==> config.mk <==
export PLATFORM = sky130hd
export DESIGN_NAME = store_buffer
export DESIGN_NICKNAME = d
export VERILOG_FILES = /design/src/rtl/store_buffer.sv
export SDC_FILE = /design/constraint.sdc
export NUM_CORES = 1
export LEC_CHECK = 0
export CORE_ASPECT_RATIO = 0.7
export CORE_UTILIZATION = 59
export CTS_CLUSTER_SIZE = 20
export DETAILED_ROUTE_END_ITERATION = 6
export GPL_TIMING_DRIVEN = 0
export MAX_ROUTING_LAYER = met4
export PLACE_DENSITY_LB_ADDON = 0.25
export SLEW_MARGIN = 20
export SYNTH_ARGS = -nofsm -noshare
export SYNTH_HDL_FRONTEND = slang
export SYNTH_SLANG_ARGS = --single-unit
export TNS_END_PERCENT = 5
==> constraint.sdc <==
create_clock -name clk_i -period 13.65 [get_ports clk_i]
set_input_delay 3.4125 -clock clk_i [delete_from_list [all_inputs] [get_ports clk_i]]
set_output_delay 3.4125 -clock clk_i [all_outputs]
set_load 0.02 [all_outputs]
==> src/rtl/store_buffer.sv <==
// In-order store buffer: allocate at rename, fill from the LSU, commit from the ROB,
// drain committed stores to memory, with youngest-match load forwarding.
module store_buffer #(
  parameter int SB_ENTRY    = 8,
  parameter int WORD_SIZE_P = 16
) (
  input  logic                        clk_i,
  input  logic                        reset_i,
  input  logic                        rename_sb_valid_i,
  output logic                        sb_rename_ready_o,
  output logic [$clog2(SB_ENTRY)-1:0] sb_rename_idx_o,
  input  logic                        exe_sb_valid_i,
  input  logic [$clog2(SB_ENTRY)-1:0] exe_sb_idx_i,
  input  logic [WORD_SIZE_P-1:0]      exe_sb_addr_i,
  input  logic [WORD_SIZE_P-1:0]      exe_sb_data_i,
  input  logic                        rob_sb_valid_i,
  input  logic                        rob_mispredict_i,
  input  logic [WORD_SIZE_P-1:0]      ld_addr_i,
  output logic                        sb_ld_hit_o,
  output logic [WORD_SIZE_P-1:0]      sb_ld_data_o,
  output logic                        sb_mem_valid_o,
  output logic [WORD_SIZE_P-1:0]      sb_mem_addr_o,
  output logic [WORD_SIZE_P-1:0]      sb_mem_data_o,
  input  logic                        mem_sb_ready_i
);

  localparam int IW = $clog2(SB_ENTRY);
  localparam int CW = IW + 1;

  logic [SB_ENTRY-1:0]    r_valid;
  logic [SB_ENTRY-1:0]    r_filled;
  logic [SB_ENTRY-1:0]    r_cmt;
  logic [WORD_SIZE_P-1:0] r_addr [SB_ENTRY];
  logic [WORD_SIZE_P-1:0] r_data [SB_ENTRY];
  logic [IW-1:0]          r_head;
  logic [IW-1:0]          r_cmtp;
  logic [IW-1:0]          r_tail;
  logic [CW-1:0]          r_count;
  logic [CW-1:0]          r_ncmt;

  logic                   w_ready;
  logic                   w_alloc;
  logic                   w_mem_valid;
  logic                   w_drain;
  logic                   w_commit;
  logic                   w_fill;
  logic [IW-1:0]          w_scan;
  logic                   w_hit;
  logic [WORD_SIZE_P-1:0] w_ld_data;

  // r_ncmt counts committed-but-not-drained entries; count minus it is the uncommitted population.
  assign w_ready     = (r_count < CW'(SB_ENTRY)) & ~rob_mispredict_i;
  assign w_alloc     = rename_sb_valid_i & w_ready;
  assign w_mem_valid = r_valid[r_head] & r_cmt[r_head];
  assign w_drain     = w_mem_valid & mem_sb_ready_i;
  assign w_commit    = rob_sb_valid_i & ~rob_mispredict_i & (r_count != r_ncmt);
  assign w_fill      = exe_sb_valid_i & ~rob_mispredict_i & r_valid[exe_sb_idx_i] &
                       ~r_cmt[exe_sb_idx_i] & ~(w_alloc & (exe_sb_idx_i == r_tail));

  assign sb_rename_ready_o = w_ready;
  assign sb_rename_idx_o   = r_tail;
  assign sb_mem_valid_o    = w_mem_valid;
  assign sb_mem_addr_o     = w_mem_valid ? r_addr[r_head] : '0;
  assign sb_mem_data_o     = w_mem_valid ? r_data[r_head] : '0;
  assign sb_ld_hit_o       = w_hit;
  assign sb_ld_data_o      = w_ld_data;

  // Walk oldest to youngest so the last match seen is the youngest store.
  always_comb begin
    w_hit     = 1'b0;
    w_ld_data = '0;
    w_scan    = r_head;
    for (int k = 0; k < SB_ENTRY; k++) begin
      w_scan = r_head + IW'(k);
      if (r_valid[w_scan] && r_filled[w_scan] && (r_addr[w_scan] == ld_addr_i)) begin
        w_hit     = 1'b1;
        w_ld_data = r_data[w_scan];
      end
    end
  end

  always_ff @(posedge clk_i or posedge reset_i) begin
    if (reset_i) begin
      r_valid  <= '0;
      r_filled <= '0;
      r_cmt    <= '0;
      r_head   <= '0;
      r_cmtp   <= '0;
      r_tail   <= '0;
      r_count  <= '0;
      r_ncmt   <= '0;
      for (int i = 0; i < SB_ENTRY; i++) begin
        r_addr[i] <= '0;
        r_data[i] <= '0;
      end
    end else begin
      if (w_fill) begin
        r_filled[exe_sb_idx_i] <= 1'b1;
        r_addr[exe_sb_idx_i]   <= exe_sb_addr_i;
        r_data[exe_sb_idx_i]   <= exe_sb_data_i;
      end
      if (w_commit) begin
        r_cmt[r_cmtp] <= 1'b1;
        r_cmtp        <= r_cmtp + 1'b1;
      end
      if (w_drain) begin
        r_valid[r_head]  <= 1'b0;
        r_filled[r_head] <= 1'b0;
        r_cmt[r_head]    <= 1'b0;
        r_head           <= r_head + 1'b1;
      end
      // Uncommitted entries are exactly the valid ones without the commit mark.
      if (rob_mispredict_i) begin
        for (int i = 0; i < SB_ENTRY; i++) begin
          if (r_valid[i] && !r_cmt[i]) begin
            r_valid[i]  <= 1'b0;
            r_filled[i] <= 1'b0;
          end
        end
        r_tail  <= r_cmtp;
        r_count <= r_ncmt - CW'(w_drain);
      end else begin
        if (w_alloc) begin
          r_valid[r_tail]  <= 1'b1;
          r_filled[r_tail] <= 1'b0;
          r_cmt[r_tail]    <= 1'b0;
          r_addr[r_tail]   <= '0;
          r_data[r_tail]   <= '0;
          r_tail           <= r_tail + 1'b1;
        end
        r_count <= r_count + CW'(w_alloc) - CW'(w_drain);
      end
      r_ncmt <= r_ncmt + CW'(w_commit) - CW'(w_drain);
    end
  end

endmodule
### Yosys cells after proc, flatten, opt, wreduce, memory -nomap -nowiden

Index checks and enable logic that the tools add are counted.

* output and inout bits: 54
* flip-flop bits (word level): 297
* input port bits: 58
* word-level logic and storage cells: 306

* reductions and logical operators: 39
* add/sub/neg operators: 14
* $lt $le $gt $ge: 28
* equality and inequality tests: 10
* mux-type cells: 154
* bitwise operators: 37

Operators by type and width (count)
* 16-bit binary-select mux with 3-bit select: 16
* 128-bit 2-to-1 mux: 6
* 16-bit 2-to-1 mux: 44
* 128-bit AND: 2
* 128-bit bitwise mux: 2
* 16-bit == test: 8
* 128-bit inverter: 1
* 16-bit demux with 3-bit select: 2
* 8-bit 2-to-1 mux: 11
* 1-bit binary-select mux with 3-bit select: 19
* 1-bit 2-to-1 mux: 47
* 3-bit by 4-bit less-than comparator with 1-bit output (second input constant): 11
* 8-bit AND: 5
* 4-bit >= comparator (second input constant): 10
* 3-bit inverter with 4-bit output: 10
* 1-bit logical AND: 30
* 8-bit bitwise OR: 3
* 8-bit inverter: 2
* 3-bit adder (second input constant): 4
* 1-bit demux with 3-bit select: 4
* 3-bit by 1-bit >= comparator with 1-bit output (second input constant): 4
* 4-bit by 1-bit subtractor with 4-bit output: 3
* 1-bit AND: 11
* 3-bit by 1-bit adder with 3-bit output (second input constant): 3
* other kinds (11): 24

### Longest topological paths before layout

Gate-level depths: netlist of run 1.

* depth in word-level cells: 14
* mapped depth: 21
* gate-level depth less buffers: 12

### Least setup slack after synthesis of run 1

OpenSTA, ideal clock, no wires.

* path kind: input to output
* start point: input port ld_addr_i[15]
* end point: output port sb_ld_data_o[10]
* buffers on the path: 2
* data required time: 10238 ps
* cell stages on the path: 12
* arrival: 5897 ps
* setup slack: 4340 ps
* path through: clkbuf_1 > clkinv_1 > xnor2_1 > a2111oi_0 > a31oi_1 > nor2_1 > nand4_1 > nor3_4 > buf_8 > mux2i_1 > a21oi_1 > o221ai_2

* word-level cells in the longest chain between the ends: 10
* elaborated cells between the ends (all ways): 24
* those cells by class: eq/ne: 8; mux: 8; reduce/logical: 8

Ends and longest elaborated chain
* from (decl): line 18 `input logic [WORD_SIZE_P-1:0] ld_addr_i,`
* 16-bit == test: line 75 `if (r_valid[w_scan] && r_filled[w_scan] && (r_addr[w_scan] == ld_addr_i)) begin`
* 1-bit logical AND: line 75
* 16-bit 2-to-1 mux (7 in series): line 75
* 16-bit 2-to-1 mux (*): line 75
* to (decl): line 20 `output logic [WORD_SIZE_P-1:0] sb_ld_data_o,`

Mark *: on every way between the ends. The rest lies on a longest branch, timed or not.

### Worst setup path in the final report of run 1

* start point: register r_head[2]
* end point: output port sb_ld_data_o[1]

* word-level cells in the longest chain between the ends: 14
* elaborated cells between the ends (all ways): 127
* those cells by class: add/sub: 7; eq/ne: 8; mux: 88; bitwise: 8; reduce/logical: 16

Ends and longest elaborated chain
* from (decl): line 35 `logic [IW-1:0] r_head;`
* from (signal assigned): line 110 `r_head <= r_head + 1'b1;`
* 3-bit by 1-bit adder with 3-bit output / 3-bit inverter with 4-bit output (equally long branches): line 74, 75, 77
* 3-bit inverter with 4-bit output (not written as such) / 16-bit binary-select mux with 3-bit select (equally long branches): line 75, 77
* 16-bit binary-select mux with 3-bit select / 16-bit 2-to-1 mux (equally long branches): line 75
* 16-bit 2-to-1 mux (not written as such): line 75
* 16-bit 2-to-1 mux (not written as such) / 16-bit == test (equally long branches): line 75
* 16-bit == test / 1-bit logical AND (equally long branches): line 75
* 1-bit logical AND / 16-bit 2-to-1 mux (equally long branches): line 75
* 16-bit 2-to-1 mux (6 in series): line 75
* 16-bit 2-to-1 mux (*): line 75

Mark *: on every way between the ends. The rest lies on a longest branch, timed or not. The select of a mux whose other input is x is not followed.

==> impl_metrics.toml, run 1 <==
[worst_setup_path]
worst_setup_path_end_kind = "output pin"
slowest_delay_ps = 1000
path_max_fanout = 11
worstPathCellList = "buf_4 -> buf_2 -> inv_1 -> clkbuf_1 -> clkbuf_1 -> ha_1 -> clkbuf_1 -> buf_2 -> buf_2 -> mux4_2 -> mux2i_1 -> xnor2_1 -> nor3_1 -> nand4_1 -> a211o_1 -> buf_2 -> o221ai_1 -> a21oi_1 -> o221ai_2 -> clkdlybuf4s50_1"
worstReg2RegStart = "r_head[0]$_DFFE_PP0P_"
r2r_end = "r_head[1]$_DFFE_PP0P_"
cp.arrival_ps = 9690
worstPathRequired_ps = 10240
reg2reg_depth = 15
crit_type = "register to output pin"
cpMostUsedCell = "buf_2"
cp-start-kind = "register"
slowest_stage = "clkbuf_1"
rrSetupSlack_ps = 6790

[synth]
synth_top_family_by_area = "multiplexers"
synthArstFlopShare_pct = 100
mappedNetlistNets = 2522
ys_seq_elements = 297
synth-seq-area-share_pct = 27.7
synthAdderAreaFrac_pct = 1.04
synth_area_um2 = 26800
ys_dominant_reg_cell = "dfrtp_1"
synth_edf_count = 0
synth_warnings = 0
synth-simple-area-share_pct = 10.9
synth_cells = 2443
synth_cell_types = 77
syn_avg_cell_area_um2 = 11.0
synthMuxAreaShare_pct = 43.8
synth_compound_gate_area_share_pct = 6.55
yosys.area_share.xor_xnor_pct = 5.02

[clocking]
clk_pin_slew_ps = 70
cts_made_buffers = 31
cts_buffer_depth = 3
cts_tree = "yes"
clock_sinks = 297
cts.htree.levels = 1
ctsHoldBuffers = 0
clkLatencyLatePin_ps = 620
cts-resized-gates = 0
cts_root_buf = "clkbuf_16"
post_cts_buffers = 0

[min_path]
min_from = "r_cmt[5]$_DFF_PP0_"
holdPathEnd = "r_cmt[5]$_DFF_PP0_"
hold_depth = 2
hold_class = "register to register"

[sta]
setup-violations-final = 0
fin_crit_sh_pct = 96.0
relSlewSlack_pct = 15.7
min_period_ps = 13110
max_freq_mhz = 76.3
report.final.hold_viol_count = 0
tightest_slew_ps = 1260
drv_slew = 0
rsz0062_at_grt = "no"
finalClockSkew_ps = 26.8
setup_slack_ps = 545
setup_tns_ps = 0

[floorplan]
chipHeight_um = 180
ios = 112
dieWidth_um = 257
start_util_pct = 60.6
coreArea_um2 = 44300
die_area_um2 = 46300
rows = 64

[route]
avgRoutedWirePerCell_um = 37.6
vias = 24941
drtIter0Drc = 5123
viasPerCell = 7.87
final_antenna_net_count = 0
drc = 0
wl_mm = 119
drt-pass1-iter-count = 6

[job]
max-cap-violations = 0

[finish]
drive_above_1_share_pct = 21.3
post-route-util_pct = 66.4
area_growth_pct = 9.56
fin_nets = 2622
stdcell_area_um2 = 29400

[place]
dp_hpwl_mm = 88.7
placed_area_um2 = 28300
io_buffers = 63
place_worst_setup_slack_ps = 1810
place.gp.congestion = 1.17

[global_route]
grt_antenna_before_repair = 8
gr-total-overflow = 0
grt_start_max_net_pins = 104
grtUsageTotal_pct = 52.6
grt_pass1_vias = 24286
grt_pass1_wl_mm = 169

[outcome]
status = "complete, no violations"

[pwr]
leakage_nw = 12.6
powerDensity_nw_per_um2 = 239
ir_drop_mv = 0.186
power_mw = 7.03
-- how the worst max path moves through the flow --
stage                               start             endpoint  slack, ps  cells past startpoint
floorplan                         reset_i  r_addr[0]$_DFF_PP0_       2030                      1
global placement                  reset_i  r_data[8]$_DFF_PP0_      -1120                      2
detailed placement  r_head[2]$_DFFE_PP0P_     sb_ld_data_o[14]       1810                     21
CTS                 r_head[2]$_DFFE_PP0P_     sb_ld_data_o[14]       1130                     21
global route        r_head[2]$_DFFE_PP0P_     sb_ld_data_o[10]        770                     21
finish              r_head[2]$_DFFE_PP0P_      sb_ld_data_o[1]        540                     20
-- registers in the layout (all words and copies together) (netlist names) --
| name | count |
|---|---|
| r_ncmt | 4 |
| r_count | 4 |
| r_head | 3 |
| r_data | 128 |
| r_addr | 128 |
| r_filled | 8 |
| r_cmt | 8 |
| sb_rename_idx_o | 3 |
| r_cmtp | 3 |
| r_valid | 8 |
-- power breakdown --
group          total (mW)  switching [mW]  internal, mW
Clock               0.911           0.406         0.505
Combinational        4.62            2.89          1.74
Sequential           1.50           0.384          1.11
-- cell usage after synthesis, types with 3 or more instances --
| cell type | count | share of area (%) |
|---|---|---|
| a31o_2 | 3 | 0.098 |
| nor4_2 | 3 | 0.14 |
| nor4_1 | 13 | 0.30 |
| nor3b_1 | 5 | 0.14 |
| nand3_1 | 51 | 0.95 |
| mux2_2 | 33 | 1.4 |
| o21ai_0 | 16 | 0.30 |
| a221oi_1 | 12 | 0.39 |
| a211oi_1 | 15 | 0.42 |
| nand2b_1 | 11 | 0.26 |
| a311oi_1 | 3 | 0.098 |
| a2111oi_0 | 3 | 0.098 |
| a41oi_1 | 16 | 0.52 |
| a31oi_1 | 9 | 0.21 |
| nand3b_1 | 17 | 0.48 |
| o221ai_2 | 14 | 0.78 |
| o211ai_1 | 17 | 0.48 |
| ha_1 | 19 | 0.89 |
| buf_2 | 85 | 1.6 |
| xnor2_1 | 110 | 3.6 |
| nor2_1 | 370 | 5.2 |
| inv_1 | 35 | 0.49 |
| mux4_2 | 295 | 25 |
| buf_4 | 11 | 0.31 |
| xor2_1 | 38 | 1.2 |
| nand4_1 | 21 | 0.49 |
| nand2_1 | 129 | 1.8 |
| o21ai_1 | 5 | 0.093 |
| a21o_1 | 6 | 0.17 |
| mux4_1 | 5 | 0.49 |
| nor3_1 | 13 | 0.24 |
| buf_1 | 25 | 0.35 |
| clkbuf_1 | 115 | 1.6 |
| mux2i_1 | 457 | 17 |
| o221ai_1 | 20 | 0.65 |
| and2_1 | 6 | 0.14 |
| o22ai_1 | 18 | 0.42 |
| a21oi_1 | 53 | 0.99 |
| buf_6 | 8 | 0.34 |
| dfrtp_1 | 297 | 28 |
| nor2b_1 | 11 | 0.26 |
-- cells in the final DEF, fill, tap and decap left out, types with 31 or more instances in the layout --
| cell | netlist | routed |
|---|---|---|
| mux2i_1 | 457 | 457 |
| nor2_1 | 370 | 370 |
| dfrtp_1 | 297 | 297 |
| mux4_2 | 295 | 295 |
| nand2_1 | 129 | 129 |
| clkbuf_1 | 115 | 111 |
| xnor2_1 | 110 | 110 |
| buf_2 | 85 | 87 |
| clkdlybuf4s50_1 | 0 | 63 |
| a21oi_1 | 53 | 53 |
| nand3_1 | 51 | 51 |
| xor2_1 | 38 | 38 |
| inv_1 | 35 | 34 |
| mux2_2 | 33 | 33 |
| clkbuf_16 | 0 | 31 |
-- layout make-up --
cell class	instances	area, um^2
Buffer	249	1220
Tap cell	594	743
Inverter	39	154
Clock buffer	40	860
Multi-Input combinational cell	1858	18100
Fill cell	3318	14900
Antenna cell	7	17.5
Sequential cell	297	7430
Clock inverter	17	199
Timing Repair Buffer	67	702
-- per-stage QoR --
stage | std cells | hold slack [ps]
3_5_place_dp | 3104 | 532
5_1_grt | 3167 | 578
4_1_cts | 3161 | 550
6_report | 3168 | 556
2_1_floorplan | 2443 | 479
3_3_place_gp | 3100 | 508
-- critical path: cells and delay by family, from the launching register on --
kind	cells	cell delay, ps
fa+ha+maj	1	230
compound gates	4	1090
mux	2	910
xor+xnor	1	110
buf+inv	10	5010
flops	1	420
simple gates	2	1260
-- routing by layer --
metal	track usage, %	wire length, um
met1	69.4	43400
met2	64.6	44900
met3	31.9	25100
met4	18.9	5600
met5	-	0
-- cells by family (layout without fill, tap and decap cells) --
| family | after synthesis | in the layout |
|---|---|---|
| buf+inv | 288 | 412 |
| mux | 791 | 791 |
| xor+xnor | 151 | 151 |
| fa+ha+maj | 21 | 21 |
| simple gates | 664 | 664 |
| flops | 297 | 297 |
| compound gates | 231 | 231 |
| other cells | 0 | 7 |
Power figures use the tool's default switching activity.
==> run 2: changes to the inputs <==
--- a/config.mk
+++ b/config.mk
@@ -5,7 +5,7 @@
 export SDC_FILE = /design/constraint.sdc
 export NUM_CORES = 1
 export LEC_CHECK = 0
-export CORE_ASPECT_RATIO = 0.7
+export CORE_ASPECT_RATIO = 1.25
 export CORE_UTILIZATION = 59
 export CTS_CLUSTER_SIZE = 20
 export DETAILED_ROUTE_END_ITERATION = 6
==> constraint.sdc (replaced) <==
create_clock -name clk_i -period 12.7 [get_ports clk_i]
set_input_delay 3.175 -clock clk_i [delete_from_list [all_inputs] [get_ports clk_i]]
set_output_delay 3.175 -clock clk_i [all_outputs]
set_load 0.02 [all_outputs]
==> impl_metrics.toml, run 2 (synthesis results as in run 1) <==
[route]
wl_mm = 114
viasPerCell = 7.69
drtIter0Drc = 3156
drc = 32
final_antenna_net_count = 0
avgRoutedWirePerCell_um = 36.2
vias = 24253
drt-pass1-iter-count = 7

[floorplan]
rows = 87
start_util_pct = 59.7
die_area_um2 = 46300
chipHeight_um = 240
coreArea_um2 = 45000
ios = 112
dieWidth_um = 193

[finish]
drive_above_1_share_pct = 21.1
final_common_cell = "mux2i_1"
reg_top3 = "r_addr (128), r_data (128)"
fillers = 3595
fin_nets = 2622
post-route-util_pct = 65.3
stdcell_area_um2 = 29400
area_growth_pct = 9.49
final_cell_mix = "457 x mux2i_1, 369 x nor2_1, 297 x dfrtp_1"

[clocking]
ctsHoldBuffers = 0
cts_buffer_depth = 3
cts-resized-gates = 0
post_cts_buffers = 0
cts_made_buffers = 31
cts.htree.levels = 1
cts_root_buf = "clkbuf_16"
clkLatencyLatePin_ps = 640
cts_tree = "yes"
clk_pin_slew_ps = 70
clock_sinks = 297

[sta]
tightest_slew_ps = 1290
drv_slew = 0
report.final.hold_viol_count = 0
rsz0062_at_grt = "no"
relSlewSlack_pct = 14.2
finalClockSkew_ps = 55.6
setup_tns_ps = 0
fin_crit_sh_pct = 93.8
whs_ps = 564
setup-violations-final = 0
min_period_ps = 11910
max_freq_mhz = 84.0

[pwr]
pwr-share-clk_pct = 13.1
p_sw_share_pct = 51.0
intPower_mw = 3.60
combPwrFrac_pct = 64.6
seqPwrFrac_pct = 22.2
p_sw_mw = 3.75
power_mw = 7.35
leakage_nw = 12.6
powerDensity_nw_per_um2 = 250
ir_drop_mv = 0.200

[place]
io_buffers = 63
place.gp.congestion = 1.17
placed_area_um2 = 28300
dp_hpwl_mm = 84.3

[worst_setup_path]
slowest_delay_ps = 880
worst_setup_path_end_kind = "output pin"
slowest_stage = "clkbuf_1"
crit_type = "register to output pin"
reg2reg_depth = 15
worstPathCellList = "buf_4 -> buf_2 -> inv_1 -> clkbuf_1 -> clkbuf_1 -> ha_1 -> clkbuf_1 -> clkbuf_1 -> mux4_2 -> mux2i_1 -> xnor2_1 -> nor4_1 -> nand4_1 -> nor4_2 -> nand2b_1 -> buf_2 -> buf_2 -> a41oi_1 -> o211ai_1 -> o221ai_2 -> clkdlybuf4s50_1"
worstPathRequired_ps = 9520
path_max_fanout = 11
cpLargestDelayFamily = "buffers and inverters"
cp.arrival_ps = 8730
cpMostUsedCell = "clkbuf_1"
critPathBufInv = 10
crit_cells = 21
cp-start-kind = "register"

[min_path]
hold_depth = 1
hold_class = "register to register"

[outcome]
status = "finished, violations left"
violations = "DRC"

[global_route]
grtUsageTotal_pct = 51.9
grt_antenna_before_repair = 6
grt_start_max_net_pins = 111
grt_pass1_vias = 24117
gr-total-overflow = 0
grt_pass1_wl_mm = 165

[job]
max-cap-violations = 0
==> run 2: cell count changes in the layout (fill, tap and decap cells not counted), moves of 2 or more <==
cell        delta
buf_2          -2
clkbuf_1       +6
clkbuf_2       -6
clkbuf_8       +2
clkinv_2       +5
clkinv_4       -3
clkinvlp_4     -3
inv_8          +2
==> run 2: routing by layer <==
| layer | global-route usage (%) | part of all wire, % | vias up | routed length (um) |
|---|---|---|---|---|
| met5 | - | 0 | - | 0 |
| met4 | 41.4 | 9.9 | 0 | 11300 |
| met3 | 15.4 | 12 | 743 | 13300 |
| met2 | 78.3 | 46 | 2163 | 52900 |
| met1 | 57.0 | 32 | 11928 | 36700 |
| li1 | - | - | 9419 | - |
==> run 2: worst paths after layout <==
check	to	slack [ps]	startpoint
max in group asynchronous	r_addr[116]$_DFF_PP0_	8630	reset_i
min	r_filled[6]$_DFF_PP0_	560	r_valid[6]$_DFF_PP0_
min in group asynchronous	r_data[99]$_DFF_PP0_	3010	reset_i
max reg2reg	r_head[1]$_DFFE_PP0P_	6220	r_head[0]$_DFFE_PP0P_
max	sb_ld_data_o[8]	790	r_head[2]$_DFFE_PP0P_
min reg2reg	r_filled[6]$_DFF_PP0_	560	r_valid[6]$_DFF_PP0_
==> run 2: power by group through the flow <==
stage / logic, mW / registers (mW) / clock network (mW)
floorplan: 3.16 / 1.44 / 0
global route: 4.86 / 1.64 / 0.995
global placement: 4.45 / 1.58 / 0
detailed placement: 4.52 / 1.61 / 0
CTS: 4.54 / 1.60 / 0.957
finish: 4.75 / 1.63 / 0.963
==> run 2: metrics by stage <==
step	setup WS [ps]	std cells
global placement	-1850	3084
detailed placement	1750	3087
finish	792	3153
floorplan	1320	2443
CTS	1190	3145
global route	673	3152
==> run 2: area by class of cell <==
| class | count | area [um^2] | share of cell area [%] |
|---|---|---|---|
| antenna | 7 | 17.5 | 0.0597 |
| clock buffer | 41 | 883 | 3.01 |
| multi-input combinational | 1858 | 18100 | 61.5 |
| timing repair buffer | 67 | 712 | 2.42 |
| clock inverter | 17 | 179 | 0.609 |
| tap | 578 | 723 | 2.46 |
| inverter | 39 | 154 | 0.524 |
| buffer | 249 | 1210 | 4.12 |
| sequential | 297 | 7430 | 25.3 |
